==> src/rtl/acionador_ventilador.sv <==
// Fan actuator driver: filters the s1/s2 command pair, ramps duty, drives PWM.
// Ports: clk, rst (async, active high), s1, s2 -> pwm, duty, estado, pronto.
module acionador_ventilador #(
  parameter int PWM_BITS  = 8,
  parameter int LOW_DUTY  = 128,
  parameter int HIGH_DUTY = 255,
  parameter int STEP      = 16,
  parameter int RAMP_DIV  = 4,
  parameter int STABLE    = 3
) (
  input  logic                clk,
  input  logic                rst,
  input  logic                s1,
  input  logic                s2,
  output logic                pwm,
  output logic [PWM_BITS-1:0] duty,
  output logic [1:0]          estado,
  output logic                pronto
);

  localparam int DW = PWM_BITS + 1;
  localparam int PW = (RAMP_DIV > 1) ? $clog2(RAMP_DIV) : 1;
  localparam int SW = $clog2(STABLE + 1);

  localparam logic [PW-1:0] PRESC_MAX = PW'(RAMP_DIV - 1);
  localparam logic [SW-1:0] STAB_MAX  = SW'(STABLE);
  localparam logic [SW-1:0] STAB_ONE  = SW'(1);

  localparam logic [DW-1:0]       STEP_X = DW'(STEP);
  localparam logic [PWM_BITS-1:0] STEP_N = PWM_BITS'(STEP);
  localparam logic [PWM_BITS-1:0] LOW_N  = PWM_BITS'(LOW_DUTY);
  localparam logic [PWM_BITS-1:0] HIGH_N = PWM_BITS'(HIGH_DUTY);

  localparam logic [1:0] PARADO   = 2'b00;
  localparam logic [1:0] SUBINDO  = 2'b01;
  localparam logic [1:0] DESCENDO = 2'b10;
  localparam logic [1:0] ESTAVEL  = 2'b11;

  logic [1:0]          meta_q, meta_d;
  logic [1:0]          sync_q, sync_d;
  logic [1:0]          cand_q, cand_d;
  logic [SW-1:0]       stab_q, stab_d;
  logic [1:0]          cmd_q, cmd_d;
  logic [PW-1:0]       presc_q, presc_d;
  logic [PWM_BITS-1:0] duty_q, duty_d;
  logic [PWM_BITS-1:0] cnt_q, cnt_d;
  logic [PWM_BITS-1:0] ativo_q, ativo_d;
  logic                pwm_q, pwm_d;

  logic [PWM_BITS-1:0] alvo;
  logic [DW-1:0]       duty_x, alvo_x;
  logic [DW-1:0]       up_x, dn_lim_x;
  logic                tick;

  always_comb begin
    meta_d = {s1, s2};
    sync_d = meta_q;
  end

  // stab counts consecutive samples equal to the candidate,
  // the sample that reloads the candidate counting as the first
  always_comb begin
    cand_d = cand_q;
    stab_d = stab_q;
    cmd_d  = cmd_q;
    if (sync_q != cand_q) begin
      cand_d = sync_q;
      stab_d = STAB_ONE;
    end else if (stab_q != STAB_MAX) begin
      stab_d = stab_q + 1'b1;
    end
    if (stab_d == STAB_MAX) begin
      cmd_d = cand_d;
    end
  end

  always_comb begin
    alvo = '0;
    unique case (1'b1)
      (cmd_q == 2'b00): alvo = '0;
      (cmd_q == 2'b11): alvo = HIGH_N;
      default:          alvo = LOW_N;
    endcase
  end

  always_comb begin
    tick    = (presc_q == PRESC_MAX);
    presc_d = tick ? '0 : presc_q + 1'b1;
  end

  // widened compares keep the step from wrapping or overshooting
  always_comb begin
    duty_x   = {1'b0, duty_q};
    alvo_x   = {1'b0, alvo};
    up_x     = duty_x + STEP_X;
    dn_lim_x = alvo_x + STEP_X;
    duty_d   = duty_q;
    if (tick) begin
      if (duty_x < alvo_x) begin
        if (up_x > alvo_x) duty_d = alvo;
        else               duty_d = duty_q + STEP_N;
      end else if (duty_x > alvo_x) begin
        if (duty_x > dn_lim_x) duty_d = duty_q - STEP_N;
        else                   duty_d = alvo;
      end
    end
  end

  always_comb begin
    estado = PARADO;
    unique case (1'b1)
      (duty_q < alvo): estado = SUBINDO;
      (duty_q > alvo): estado = DESCENDO;
      default: estado = (alvo == '0) ? PARADO : ESTAVEL;
    endcase
    pronto = (estado == PARADO) || (estado == ESTAVEL);
  end

  // duty is sampled at the period boundary so a pulse is never cut
  always_comb begin
    cnt_d   = cnt_q + 1'b1;
    ativo_d = (&cnt_q) ? duty_q : ativo_q;
    pwm_d   = (cnt_q < ativo_q);
  end

  always_ff @(posedge clk or posedge rst) begin
    if (rst) begin
      meta_q  <= '0;
      sync_q  <= '0;
      cand_q  <= '0;
      stab_q  <= '0;
      cmd_q   <= '0;
      presc_q <= '0;
      duty_q  <= '0;
      cnt_q   <= '0;
      ativo_q <= '0;
      pwm_q   <= 1'b0;
    end else begin
      meta_q  <= meta_d;
      sync_q  <= sync_d;
      cand_q  <= cand_d;
      stab_q  <= stab_d;
      cmd_q   <= cmd_d;
      presc_q <= presc_d;
      duty_q  <= duty_d;
      cnt_q   <= cnt_d;
      ativo_q <= ativo_d;
      pwm_q   <= pwm_d;
    end
  end

  assign duty = duty_q;
  assign pwm  = pwm_q;

endmodule

==> config.mk <==
export PLATFORM = sky130hd
export DESIGN_NAME = acionador_ventilador
export DESIGN_NICKNAME = d
export VERILOG_FILES = /design/src/rtl/acionador_ventilador.sv
export SDC_FILE = /design/constraint.sdc
export NUM_CORES = 1
export LEC_CHECK = 0
export ABC_AREA = 1
export CELL_PAD_IN_SITES_DETAIL_PLACEMENT = 1
export CELL_PAD_IN_SITES_GLOBAL_PLACEMENT = 2
export CORE_UTILIZATION = 35
export CTS_CLUSTER_DIAMETER = 50
export DETAILED_ROUTE_END_ITERATION = 12
export PLACE_DENSITY = 0.8
export SLEW_MARGIN = 20
export SYNTH_ARGS = -nofsm -noshare
export SYNTH_HDL_FRONTEND = slang
export SYNTH_SLANG_ARGS = --single-unit
==> constraint.sdc <==
create_clock -name clk -period 2.35 [get_ports clk]
set_input_delay 0.3525 -clock clk [delete_from_list [all_inputs] [get_ports clk]]
set_output_delay 0.3525 -clock clk [all_outputs]
set_load 0.05 [all_outputs]
**Word level (Yosys, flattened, before mapping)**

Cells that the tools add are included.

- $add $sub $neg: 7
- $mul: 0
- Divide/modulo/power cells: 0
- Order comparisons: 7
- Eq/ne operators: 6
- Shift operators: 0
- Muxes and demuxes: 11
- Bitwise logic cells: 0
- Reductions and logical operators: 7

Operators by type and width:

| operator | number |
|---|---|
| $mux W8 | 4 |
| $lt A8 B8 Y1 | 3 |
| $add A8 B5 Y9 const B | 2 |
| $gt A8 B8 Y1 | 2 |
| $pmux W8 S2 | 1 |
| $mux W2 | 5 |
| $gt A8 B9 Y1 | 1 |
| $gt A9 B8 Y1 | 1 |
| $add A8 B1 Y8 const B | 1 |
| $add A8 B5 Y8 const B | 1 |
| $eq A2 B2 Y1 const B | 4 |
| $logic_not A8 Y1 | 1 |
| $reduce_and A8 Y1 | 1 |
| $sub A8 B5 Y8 const B | 1 |
| $add A2 B1 Y2 const B | 2 |
| $logic_not A2 Y1 | 2 |
| $pmux W2 S2 | 1 |
| $ne A2 B2 Y1 | 1 |
| $ne A2 B2 Y1 const B | 1 |
| $reduce_and A2 Y1 | 1 |
| $reduce_bool A2 Y1 | 1 |
| $logic_or A1 B1 Y1 | 1 |

- Bits in registers: 37
- Latch bits: 0
- Bits in writable memories: 0
- ROM bits: 0
- Input port bits: 4
- Output and inout bits: 12
- Word-level logic and storage cells: 48
- Memories kept: 0

**Depth between registers and ports, before layout**

- Depth after elaboration: 7
- Gate-level depth with buffers: 15
- Depth with buffers taken out: 15

**Worst setup path before layout**

OpenSTA, ideal clock, no wires.

- Kind: flip-flop to output port
- Start point: register duty_q[7], in the netlist duty[7]
- End point: output port estado[0]
- Arrival: 2,527 ps
- Required time: 1,997 ps
- Setup slack: -529 ps
- Stages on the path, launching flop included: 8
- Path buffers: 0
- Cell sequence: dfrtp_1 > ha_1 > nand2_1 > inv_1 > nand3_2 > nor3b_2 > inv_1 > o21ai_0

- Longest elaborated chain between the ends: 2
- Elaborated cells on any way between the ends: 3
- Those cells by class: order compare (2); mux (1)

Ends and longest elaborated chain:

| what | line | source |
|---|---|---|
| from (decl) | 45 | `logic [PWM_BITS-1:0] duty_q, duty_d;` |
| from (signal assigned) | 145 | `duty_q <= duty_d;` |
| $gt A8 B8 Y1 / $lt A8 B8 Y1 (equally long branches) | 113, 112 |  |
| $pmux W2 S2 (*) | 111 | `unique case (1'b1)` |
| to (decl) | 17 | `output logic [1:0] estado,` |

Mark *: on every way between the ends. The rest lies on a longest branch, timed or not.

**Final worst setup path**

- Start point: register cmd_q[1]
- End point: output port pronto

- Longest elaborated chain between the ends: 7
- Elaborated cells on any way between the ends: 11
- Those cells by class: order compare (2); eq/ne (2); mux (3); reduce/logical (4)

Ends and longest elaborated chain:

| what | line | source |
|---|---|---|
| from (decl) | 43 | `logic [1:0] cmd_q, cmd_d;` |
| from (signal assigned) | 143 | `cmd_q <= cmd_d;` |
| $eq A2 B2 Y1 / $logic_not A2 Y1 (equally long branches) | 81, 80 |  |
| $pmux W8 S2 (*) | 79 | `unique case (1'b1)` |
| parallel branches: the longest is 2 deep, another holds $gt A8 B8 Y1 | n/a |  |
| $pmux W2 S2 (*) | 111 |  |
| $eq A2 B2 Y1 / $logic_not A2 Y1 (equally long branches) | 116 | `pronto = (estado == PARADO) \|\| (estado == ESTAVEL);` |
| $logic_or A1 B1 Y1 (*) | 116 |  |
| to (decl) | 18 | `output logic pronto` |

Every way passes the cells marked *.

==> out/qor.yml <==
worst_setup_path:
  end_kind: "output pin"
  cp.arrival_ns: 2.08
  crit_required_ns: 2.00
  r2r_start: "cmd_q[1]"
  reg2reg_setup_slack_ns: 0.13
  worstReg2RegEnd: "duty[2]"
  crit_type: "reg2out"
  rr_worst_depth: 16
  startpoint_type: "register"
  crit_fanout: 3
logic_synthesis:
  avgSynthCellArea_um2: 8.28
  synth-main-ff-cell: "dfrtp_1"
  ys_ff_latch: 31
  async_flop_share_pct: 100
  yosysSeqAreaShare_pct: 39.7
  mappedNetlistNets: 262
  ys_warn_count: 0
  synth_edf_count: 0
  synth.distinct_cells: 28
  syn_area_um2: 1950
  syn_inst: 236
pwr:
  power_density_nw_per_um2: 1500
  ir_drop_mv: 1.32
  p_leak_nw: 1.22
drt:
  viasPerCell: 4.75
  drt_iter0_drc: 45
  first_pass_iters: 4
  wl_per_cell_um: 14.5
  vias: 1609
  drc: 0
  routed_wl_mm: 4.91
  ant_nets: 0
timing:
  hold_slack_ns: 0.351
  hold_violations: 0
  fin_ws_ns: -0.0799
  worst_slew_pin_slew_ns: 0.500
  fmax_mhz: 412
  relSlewSlack_pct: 66.6
  fin_skew_ns: 0.00170
  rsz0062_at_grt: "yes"
  layout_min_cycle_time_ns: 2.43
  setup_viol: 3
  min_period_over_period_pct: 103
  slew_violations: 0
final_layout:
  final_nets: 294
  nFillCells: 637
  mostFrequentLayoutCells: "nand2_1, inv_1, dfrtp_1"
  layout_commonest_cell: "nand2_1"
  drive_gt1_share_pct: 24.5
  fin_cells: 339
  area_growth_pct: 27.8
  n_antenna_cell: 0
hold_path:
  holdPathEnd: "sync_q[1]"
  hold_path_class: "reg2reg"
  worstHoldPathCells: 0
  min_from: "meta_q[1]"
placement:
  hpwl_mm: 3.59
  dp_slack_ns: 0.0831
  port_buffers: 15
  gp_congestion: 0.809
  dp.cells: 323
floorplanning:
  start_util_pct: 37.3
  num_io_pins: 16
  core_um2: 5240
  die_x_um: 76.7
  dieArea_um2: 5880
  die_h_um: 76.7
  rows: 26
grt:
  grt_util_all_layers_pct: 18.8
  grt_max_degree: 32
  grt_antenna_before_repair: 0
  grt_pass1_vias: 1746
  grt-ovfl-total: 0
  grt_pass1_wl_mm: 8.58
cts:
  clk_path_buf_depth: 2
  cts_root_buffer: "clkbuf_8"
  clkSinkCount: 31
  htreeDepth: 2
  clock_latency_ns: 0.28
  cts_tree: "done"
  clk_pin_slew_worst_paths_ns: 0.07
  cts_buffers: 5
status:
  status: "complete, but fails checks"
  failed_checks: "setup timing"
flow_run:
  cap_violations: 0
[final cells by class]
cell class | instances | area (um2) | area share [%]
Multi-Input combinational cell | 158 | 1100 | 44.0
Sequential cell | 31 | 778 | 31.2
Timing Repair Buffer | 31 | 292 | 11.7
Inverter | 41 | 156 | 6.27
Tap cell | 70 | 87.6 | 3.51
Clock buffer | 6 | 72.6 | 2.91
Clock inverter | 2 | 12.5 | 0.501
[worst max path at each step]
stage,start,to,slack (ns)
4_1_cts,cmd_q[0],estado[0],-0.07
2_1_floorplan,duty[4],duty[5],0.05
5_1_grt,cmd_q[1],estado[1],-0.17
3_5_place_dp,cmd_q[0],estado[1],0.08
3_3_place_gp,cmd_q[0],estado[1],0.15
6_report,cmd_q[1],pronto,-0.08
[through the flow]
step	total power, mW	TNS [ns]	area (um2)	utilization, %
after floorplan	2.22	0	1960	-
after global placement	2.90	0	2230	42.6
after detailed placement	2.92	0	2230	42.6
after CTS	3.61	-0.209	2430	46.5
after global routing	4.09	-0.579	2500	47.7
final	3.74	-0.183	2500	47.7
[where the power goes]
part | total, mW | switching [mW] | internal, mW
Combinational | 2.63 | 1.62 | 1.02
Sequential | 0.697 | 0.101 | 0.595
Clock | 0.409 | 0.203 | 0.207
Total | 3.74 | 1.92 | 1.82
[cell usage after synthesis, types with 3 or more instances]
master   instances  area (um2)
nor2_1          14        52.6
a21oi_1          8        40.0
inv_2            4        15.0
buf_4            3        22.5
nand3_1         19        95.1
inv_1           37         139
nand3_2          3        30.0
dfrtp_1         31         776
nand2_2          4        25.0
xnor2_1          4        35.0
xor2_1           7        61.3
ha_1            22         275
nand2_1         51         191
o21ai_0         12        60.1
[sequential cells by signal (all words and copies together), names as in the netlist]
register,count
cnt_q,8
ativo_q,5
duty,5
cand_q,2
cmd_q,2
meta_q,2
presc_q,2
stab_q,2
sync_q,2
pwm,1
[critical path, cell delays in order, from the launching register on]
cell and delay [ns]:
dfrtp_1 0.43, inv_2 0.08, ha_4 0.17, ha_4 0.26
nand2_2 0.05, inv_2 0.07, nand3_4 0.08, nor3b_4 0.24
buf_4 0.16, nand2_4 0.06, inv_2 0.07, buf_12 0.13
[logic make-up after synthesis]
group	after synthesis	synth area share (%)
simple gates	100	24.2
xor+xnor	11	4.93
flops	31	39.7
fa+ha+maj	22	14.1
compound gates	25	7.05
buf+inv	47	9.99
[per-layer routing]
metal / vias up / share of wire, % / wire, um / track usage (%)
li1: 809 / - / - / -
met3: 7 / 3.9 / 190 / 3.69
met2: 26 / 50 / 2470 / 33.8
met1: 767 / 45 / 2220 / 23.1
met5: - / 0 / 0 / 0
met4: 0 / 0.75 / 37 / 3.46
[what timing repair did]
item	CTS	global route
pin swaps	6	7
hold buffers	0	0
gates resized for setup	20	13
hold endpoints to repair	0	0
endpoints found under the setup margin	3	8
setup buffers	5	3
Power figures use the tool's default switching activity.
